===== config.mk =====
export PLATFORM = sky130hd
export DESIGN_NAME = viterbi_link_ctrl
export DESIGN_NICKNAME = d
export VERILOG_FILES = /design/src/rtl/viterbi_link_ctrl.sv
export SDC_FILE = /design/constraint.sdc
export NUM_CORES = 1
export LEC_CHECK = 0
export BUFFER_PORTS_ARGS = -buffer_cell sky130_fd_sc_hd__buf_2
export CORE_MARGIN = 5
export CORE_UTILIZATION = 53
export CTS_CLUSTER_SIZE = 24
export DETAILED_ROUTE_END_ITERATION = 12
export HOLD_SLACK_MARGIN = 0.1
export PLACE_DENSITY = 0.75
export SLEW_MARGIN = 10
export SYNTH_ARGS = -nofsm -noshare
export SYNTH_HDL_FRONTEND = slang
export SYNTH_SLANG_ARGS = --single-unit
export TNS_END_PERCENT = 100

===== constraint.sdc =====
create_clock -name clk -period 1.95 [get_ports clk]
set_clock_uncertainty 0.05 [all_clocks]
set_input_delay 0.195 -clock clk [delete_from_list [all_inputs] [get_ports clk]]
set_output_delay 0.195 -clock clk [all_outputs]
set_load 0.03 [all_outputs]

===== src/rtl/viterbi_link_ctrl.sv =====
// Frame controller for a convolutional-code link test. It feeds source bits
// to the encoder, appends zero flush bits, injects channel symbol errors
// (burst or pseudo-random), waits for the decoder latency, and counts both
// injected symbols and decoded-bit mismatches against a delayed copy of the
// source stream.
module viterbi_link_ctrl #(
   parameter int FRAME_LEN = 256,
   parameter int TAIL      = 2,
   parameter int DEC_LAT   = 32
) (
   input  logic        clk,
   input  logic        rst,
   input  logic        start_i,
   input  logic [1:0]  err_mode_i,
   input  logic [4:0]  err_burst_i,
   input  logic        src_data_i,
   input  logic        dec_data_i,
   output logic        src_req_o,
   output logic        enc_data_o,
   output logic        enc_enable_o,
   output logic [1:0]  err_inj_o,
   output logic        busy_o,
   output logic        done_o,
   output logic [15:0] bit_err_cnt_o,
   output logic [15:0] inj_cnt_o
);

   typedef enum logic [2:0] {IDLE, SEND, FLUSH, DRAIN, DONE} state_t;

   localparam logic [15:0] SEND_LAST  = 16'(FRAME_LEN - 1);
   localparam logic [15:0] FLUSH_LAST = 16'((TAIL > 0) ? TAIL - 1 : 0);
   localparam logic [15:0] DRAIN_LAST = 16'(DEC_LAT - 1);
   localparam logic [15:0] LFSR_SEED  = 16'hACE1;

   state_t             state, state_nxt;
   logic [15:0]        phase_ct;
   logic [15:0]        sym_ct;
   logic [15:0]        lfsr;
   logic [1:0]         mode_r;
   logic [4:0]         burst_r;
   logic [DEC_LAT-1:0] dl_vld;
   logic [DEC_LAT-1:0] dl_bit;
   logic               accept;
   logic               inj_hit;

   function automatic logic [15:0] sat_inc(input logic [15:0] v);
      return (v == 16'hFFFF) ? v : v + 16'd1;
   endfunction

   // Fibonacci LFSR, taps 16,14,13,11, shifting toward bit 0.
   function automatic logic [15:0] lfsr_step(input logic [15:0] v);
      return {v[0] ^ v[2] ^ v[3] ^ v[5], v[15:1]};
   endfunction

   assign accept = (state == IDLE) && start_i;

   // Next-state decode and the combinational per-state outputs.
   always_comb begin
      state_nxt    = state;
      src_req_o    = 1'b0;
      enc_enable_o = 1'b0;
      enc_data_o   = 1'b0;
      busy_o       = 1'b1;
      done_o       = 1'b0;
      case (state)
         IDLE: begin
            busy_o = 1'b0;
            if (start_i) state_nxt = SEND;
         end
         SEND: begin
            src_req_o    = 1'b1;
            enc_enable_o = 1'b1;
            enc_data_o   = src_data_i;
            if (phase_ct == SEND_LAST) state_nxt = (TAIL > 0) ? FLUSH : DRAIN;
         end
         FLUSH: begin
            enc_enable_o = 1'b1;
            if (phase_ct == FLUSH_LAST) state_nxt = DRAIN;
         end
         DRAIN: begin
            if (phase_ct == DRAIN_LAST) state_nxt = DONE;
         end
         DONE: begin
            done_o    = 1'b1;
            state_nxt = IDLE;
         end
         default: state_nxt = IDLE;
      endcase
   end

   // State register; phase_ct restarts from zero on every state change.
   always_ff @(posedge clk or negedge rst) begin
      if (!rst) begin
         state    <= IDLE;
         phase_ct <= 16'd0;
      end else begin
         state    <= state_nxt;
         phase_ct <= (state_nxt != state) ? 16'd0 : phase_ct + 16'd1;
      end
   end

   // Decide whether the symbol produced this cycle gets corrupted.
   always_comb begin
      inj_hit = 1'b0;
      case (mode_r)
         2'b01:   inj_hit = ({1'b0, sym_ct[4:0]} >= (6'd32 - {1'b0, burst_r}));
         2'b10:   inj_hit = (lfsr[3:0] == 4'd0);
         default: inj_hit = 1'b0;
      endcase
   end

   // Frame context: sampled error config, symbol counter, LFSR, mask and counters.
   always_ff @(posedge clk or negedge rst) begin
      if (!rst) begin
         mode_r        <= 2'b00;
         burst_r       <= 5'd0;
         sym_ct        <= 16'd0;
         lfsr          <= LFSR_SEED;
         err_inj_o     <= 2'b00;
         inj_cnt_o     <= 16'd0;
         bit_err_cnt_o <= 16'd0;
      end else begin
         err_inj_o <= (enc_enable_o && inj_hit) ? 2'b10 : 2'b00;
         if (accept) begin
            // Mode 11 is reserved and behaves as a clean channel.
            mode_r        <= (err_mode_i == 2'b11) ? 2'b00 : err_mode_i;
            burst_r       <= err_burst_i;
            sym_ct        <= 16'd0;
            lfsr          <= LFSR_SEED;
            inj_cnt_o     <= 16'd0;
            bit_err_cnt_o <= 16'd0;
         end else begin
            if (enc_enable_o) begin
               sym_ct <= sym_ct + 16'd1;
               lfsr   <= lfsr_step(lfsr);
            end
            if (err_inj_o != 2'b00) inj_cnt_o <= sat_inc(inj_cnt_o);
            if (dl_vld[DEC_LAT-1] && (dl_bit[DEC_LAT-1] != dec_data_i))
               bit_err_cnt_o <= sat_inc(bit_err_cnt_o);
         end
      end
   end

   // Reference delay line aligning each sent data bit with its decoded bit.
   always_ff @(posedge clk or negedge rst) begin
      if (!rst) begin
         dl_vld <= '0;
         dl_bit <= '0;
      end else begin
         dl_vld[0] <= (state == SEND);
         dl_bit[0] <= (state == SEND) & src_data_i;
         for (int i = 1; i < DEC_LAT; i++) begin
            dl_vld[i] <= dl_vld[i-1];
            dl_bit[i] <= dl_bit[i-1];
         end
      end
   end

endmodule

Yosys cells after proc, flatten, opt, wreduce, memory -nomap -nowiden
Cells that the tools add are included.
Word-level totals
  register bits: 156
  latch bits: 0
  RAM bits: 0
  bits in read-only memories: 0
  logic and storage cells: 73
  memories: 0
Operators by class
  add/sub/neg operators: 5
  $mul: 0
  div/mod/pow operators: 0
  magnitude comparators: 1
  eq/ne operators: 16
  shift operators: 0
  mux-type cells: 24
  bitwise logic cells: 4
  reduce and logical (&&, ||, !) cells: 12
Operators with widths (count)
  $mux W16: 11
  $add A16 B1 Y16 const B: 4
  $eq A16 B16 Y1 const B: 2
  $eq A16 B1 Y1 const B: 1
  $eq A16 B5 Y1 const B: 1
  $eq A16 B8 Y1 const B: 1
  $mux W3: 4
  $pmux W3 S4: 1
  $reduce_bool A2 Y1: 4
  $eq A3 B2 Y1 const B: 2
  $ge A5 B6 Y1: 1
  $sub A6 B5 Y6 const A: 1
  $mux W1: 5
  $eq A2 B2 Y1 const B: 2
  $logic_not A4 Y1: 1
  $mux W2: 2
  $ne A2 B2 Y1 const B: 2
  $reduce_and A2 Y1: 2
  $eq A3 B1 Y1 const B: 1
  $eq A3 B3 Y1 const B: 1
  $logic_and A1 B1 Y1: 3
  $logic_not A3 Y1: 1
  $ne A3 B3 Y1: 1
  $xor A1 B1 Y1: 3
  5 further kinds: 5

Depth between registers and ports, before layout
  word-level depth: 5
  mapped depth: 9

Worst setup path before layout
No wires, ideal clock.
  path type: register -> output
  start point: reg state[0]
  end point: out enc_data_o
  data arrival time: 1674 ps
  data required time: 1705 ps
  setup slack: 31 ps
  stages on the path, launching flop included: 5
  path buffers: 1
  cells stage by stage: dfrtp_1 -> buf_2 -> nor2b_1 -> nor2b_1 -> and2_1
Between the ends
  word-level cells in the longest chain between the ends: 2
Ends and longest elaborated chain
  start, declared: line 35  | state_t state, state_nxt;
  start signal, assigned: line 97  | state <= state_nxt;
  $eq A3 B1 Y1: line 65  | case (state)
  $mux W1: line 65
  end, declared: line 19  | output logic enc_data_o,
No other way between the ends.

Worst setup path in the final report
  start point: reg burst_r[0]
  end point: reg err_inj_o[1]
Between the ends
  word-level cells in the longest chain between the ends: 5
Ends and longest elaborated chain
  start, declared: line 40  | logic [4:0] burst_r;
  start signal, assigned: line 127  | burst_r <= err_burst_i;
  $sub A6 B5 Y6: line 106  | 2'b01: inj_hit = ({1'b0, sym_ct[4:0]} >= (6'd32 - {1'b0, burst_r}));
  $ge A5 B6 Y1: line 106
  $pmux W1 S2: line 105  | case (mode_r)
  $logic_and A1 B1 Y1: line 123  | err_inj_o <= (enc_enable_o && inj_hit) ? 2'b10 : 2'b00;
  $mux W2: line 123
  end signal, assigned: line 123
  end, declared: line 21  | output logic [1:0] err_inj_o,
No other way between the ends.
A chain may end at the register's enable or synchronous reset.

==> reports/results.ini <==
[outcome]
outcome = complete, but fails checks
violations = negative setup slack

[yosys]
yosysSeqAreaShare_pct = 62.7
synth.lib_cells_used.distinct = 52
yosys.area.top_type = dfrtp_1
synthFlopType = dfrtp_1
netlist.area_leader.share_pct = 59.1
synth_area_mm2 = 0.00576
synth_area_leaders = dfrtp_1 (59%), nand2_1 (4.5%), nor2_1 (3.8%)
synth_edf_count = 0
synthArstFlopShare_pct = 100
ys_ff_latch = 144
syn-num-nets = 538
synthCells = 513
avgSynthCellArea_um2 = 11.2
yosys_warnings = 0

[cells_and_area]
layout.cells.non_filler = 747
antenna_cells = 0
n_fill_cell = 778
nets = 619
drive_above_1_share_pct = 22.4
area_growth_pct = 23.8

[detailed_routing]
vias = 4033
first_pass_iters = 4
wl_per_cell_um = 16.1
ant_nets = 0
routed_wl_um = 12000
via_per_inst = 5.40
drt-initial-drc-count = 296
remaining_drc_errors = 0

[clock_network]
clock-sinks = 144
numCtsBuffers = 17
insertion_delay_ns = 0.52
cts_tree = yes
htreeDepth = 4
clockBufferDepth = 2
path_clk_slew_ns = 0.06
clockRootBuffer = clkbuf_8

[timing]
fmax_mhz = 506
finalHoldViolCount = 0
slew_violations = 0
slew_headroom_pct = 63.2
worstMarginPinSlew_ns = 0.548
period_share_pct = 101
worst_slack_ns = -0.0265
setup_viol = 1
rsz0062_at_grt = yes
layout_min_cycle_time_ns = 1.98
tns_ns = -0.0265

[power]
power_w = 0.00689
ir_worst_vdd_mv = 0.709
p_leak_nw = 3.16
powerDensity_mw_per_mm2 = 966

[floorplanning]
core_mm2 = 0.0107
die_y_um = 114
pin_count = 51
die_width_um = 114
die-area_mm2 = 0.0131
start_util_pct = 53.6
rows = 38

[global_route]
grt_start_max_net_pins = 55
grt_busiest_layer = met2
overflow = 0
grt_pass1_vias = 4049
use_met2_pct = 31.2
grt_pass1_wl_um = 19700
antenna_found_initial = 0
use_met1_pct = 24.8
gr-usage-met3_pct = 5.66
grt_usage_pct = 19.2

[worst_setup_path]
crit_required_ns = 2.30
cp-end-kind = flip-flop
crit_type = flip-flop to flip-flop
start_kind = flip-flop
cp_max_fo = 3
cp.arrival_ns = 2.33

[placed_design]
numPortBuffers = 49
dpl.hpwl_um = 6990
place_congestion = 0.850
dp.cells = 697

[run]
drv_cap = 0

[hold_path]
hold_path_class = primary input to async pin

## metrics by stage
stage                     hold WS, ns  setup WS (ns)  cell area [um^2]  utilization [%]
after CTS                       0.109        0.00232              6990             65.1
after global routing            0.135         -0.146              7130             66.4
final                           0.117        -0.0265              7130             66.4
after global placement         0.0897         0.0798              6250             58.2
after floorplan                -0.151         0.0307              5760                -
after detailed placement       0.0952         0.0167              6250             58.2
## cell usage in the layout, fill, tap and decap left out, types with 3 or more instances in the layout
| master | synthesis | layout |
|---|---|---|
| nor3_2 | 1 | 3 |
| or3_1 | 3 | 3 |
| nand2_1 | 69 | 69 |
| ha_1 | 13 | 12 |
| clkinv_4 | 0 | 4 |
| nand4_1 | 13 | 13 |
| buf_6 | 1 | 5 |
| dlygate4sd3_1 | 0 | 9 |
| and4_1 | 4 | 4 |
| or2_2 | 3 | 3 |
| buf_12 | 0 | 4 |
| inv_1 | 15 | 12 |
| clkbuf_16 | 0 | 17 |
| nor4_1 | 3 | 3 |
| and3_1 | 9 | 9 |
| nor3_1 | 12 | 10 |
| a211oi_1 | 3 | 3 |
| dfrtp_1 | 136 | 136 |
| buf_4 | 1 | 15 |
| inv_2 | 0 | 3 |
| o21ai_0 | 13 | 11 |
| xor2_1 | 24 | 24 |
| nand3_1 | 24 | 24 |
| a21oi_1 | 21 | 20 |
| bufinv_16 | 0 | 3 |
| buf_2 | 5 | 46 |
| nor2_1 | 59 | 59 |
| inv_6 | 0 | 4 |
| xnor2_1 | 23 | 23 |
| dfstp_2 | 8 | 8 |
## layout make-up
cell class                      instances  area (um^2)  share of cell area (%)
Clock buffer                           19          432                    6.05
Clock inverter                         13          176                    2.47
Sequential cell                       144         3610                    50.7
Multi-Input combinational cell        336         2080                    29.2
Tap cell                              140          175                    2.46
Inverter                               15         56.3                   0.790
Timing Repair Buffer                   80          594                    8.33
## report_power, final
group / internal (W) / switching, W / leakage (nW)
Combinational: 0.000140 / 0.000284 / 1.26
Sequential: 0.00307 / 0.0000891 / 1.60
Clock: 0.00201 / 0.00129 / 0.300
## cells in the mapped netlist (all sizes together) (4+ instances only)
library cell / instances
dfrtp: 136
and2: 4
xnor2: 23
nand4: 13
buf: 8
dfstp: 8
and4: 4
inv: 15
o21ai: 14
nor2: 59
ha: 13
xor2: 24
and3: 9
clkbuf: 10
nand2: 69
a21oi: 21
nor3: 14
nand3: 24
## registers in the layout (all words and copies together), names as in the netlist
name           count
burst_r            5
dl_vld            32
inj_cnt_o         16
lfsr              16
phase_ct          16
mode_r             2
dl_bit            32
state              3
err_inj_o          1
sym_ct             5
bit_err_cnt_o     16
## worst max-delay path, stage by stage (launching register included)
cell,delay [ns]
dfrtp_1,0.41
inv_2,0.09
ha_4,0.14
nor3b_4,0.19
xor2_1,0.23
ha_1,0.29
o21ai_1,0.12
a21oi_1,0.06
a22oi_1,0.21
nor3_1,0.07
## logic make-up after synthesis
group / Yosys count / synth area share, %
muxes: 1 / 0.174
other: 1 / 0.0651
xor gates and xnor gates: 47 / 7.14
buffers and inverters: 33 / 2.45
and+or+nand+nor: 221 / 18.7
DFF: 144 / 62.7
AOI/OAI and AO/OA: 53 / 5.93
adders and majority gates: 13 / 2.82
## final timing paths
path / start / end / slack [ns] / cells past startpoint
setup reg to reg: burst_r[0] / err_inj_o[1] / -0.03 / 9
max in group asynchronous: rst / lfsr[7] / 1.05 / 3
setup / recovery: burst_r[0] / err_inj_o[1] / -0.03 / 9
hold / removal: rst / bit_err_cnt_o[8] / 0.12 / 2
min in group clk: start_i / state[0] / 0.17 / 4
hold reg to reg: dl_bit[11] / dl_bit[12] / 0.30 / 0
## layer usage
layer / wire [um] / share of wire, %
met4: 171 / 1.4
met5: 0 / 0
met1: 5000 / 42
met3: 613 / 5.1
met2: 6200 / 52
## what timing repair did
| item | CTS | global route |
|---|---|---|
| resized for setup | 11 | 15 |
| cloned | 0 | 1 |
| setup endpoints to repair | 4 | 20 |
| pin swaps | 1 | 5 |
| hold buffers | 9 | 0 |
| buffers inserted | 1 | 7 |
| endpoints found under the hold margin | 145 | 0 |
(Power assumes the default switching activity.)
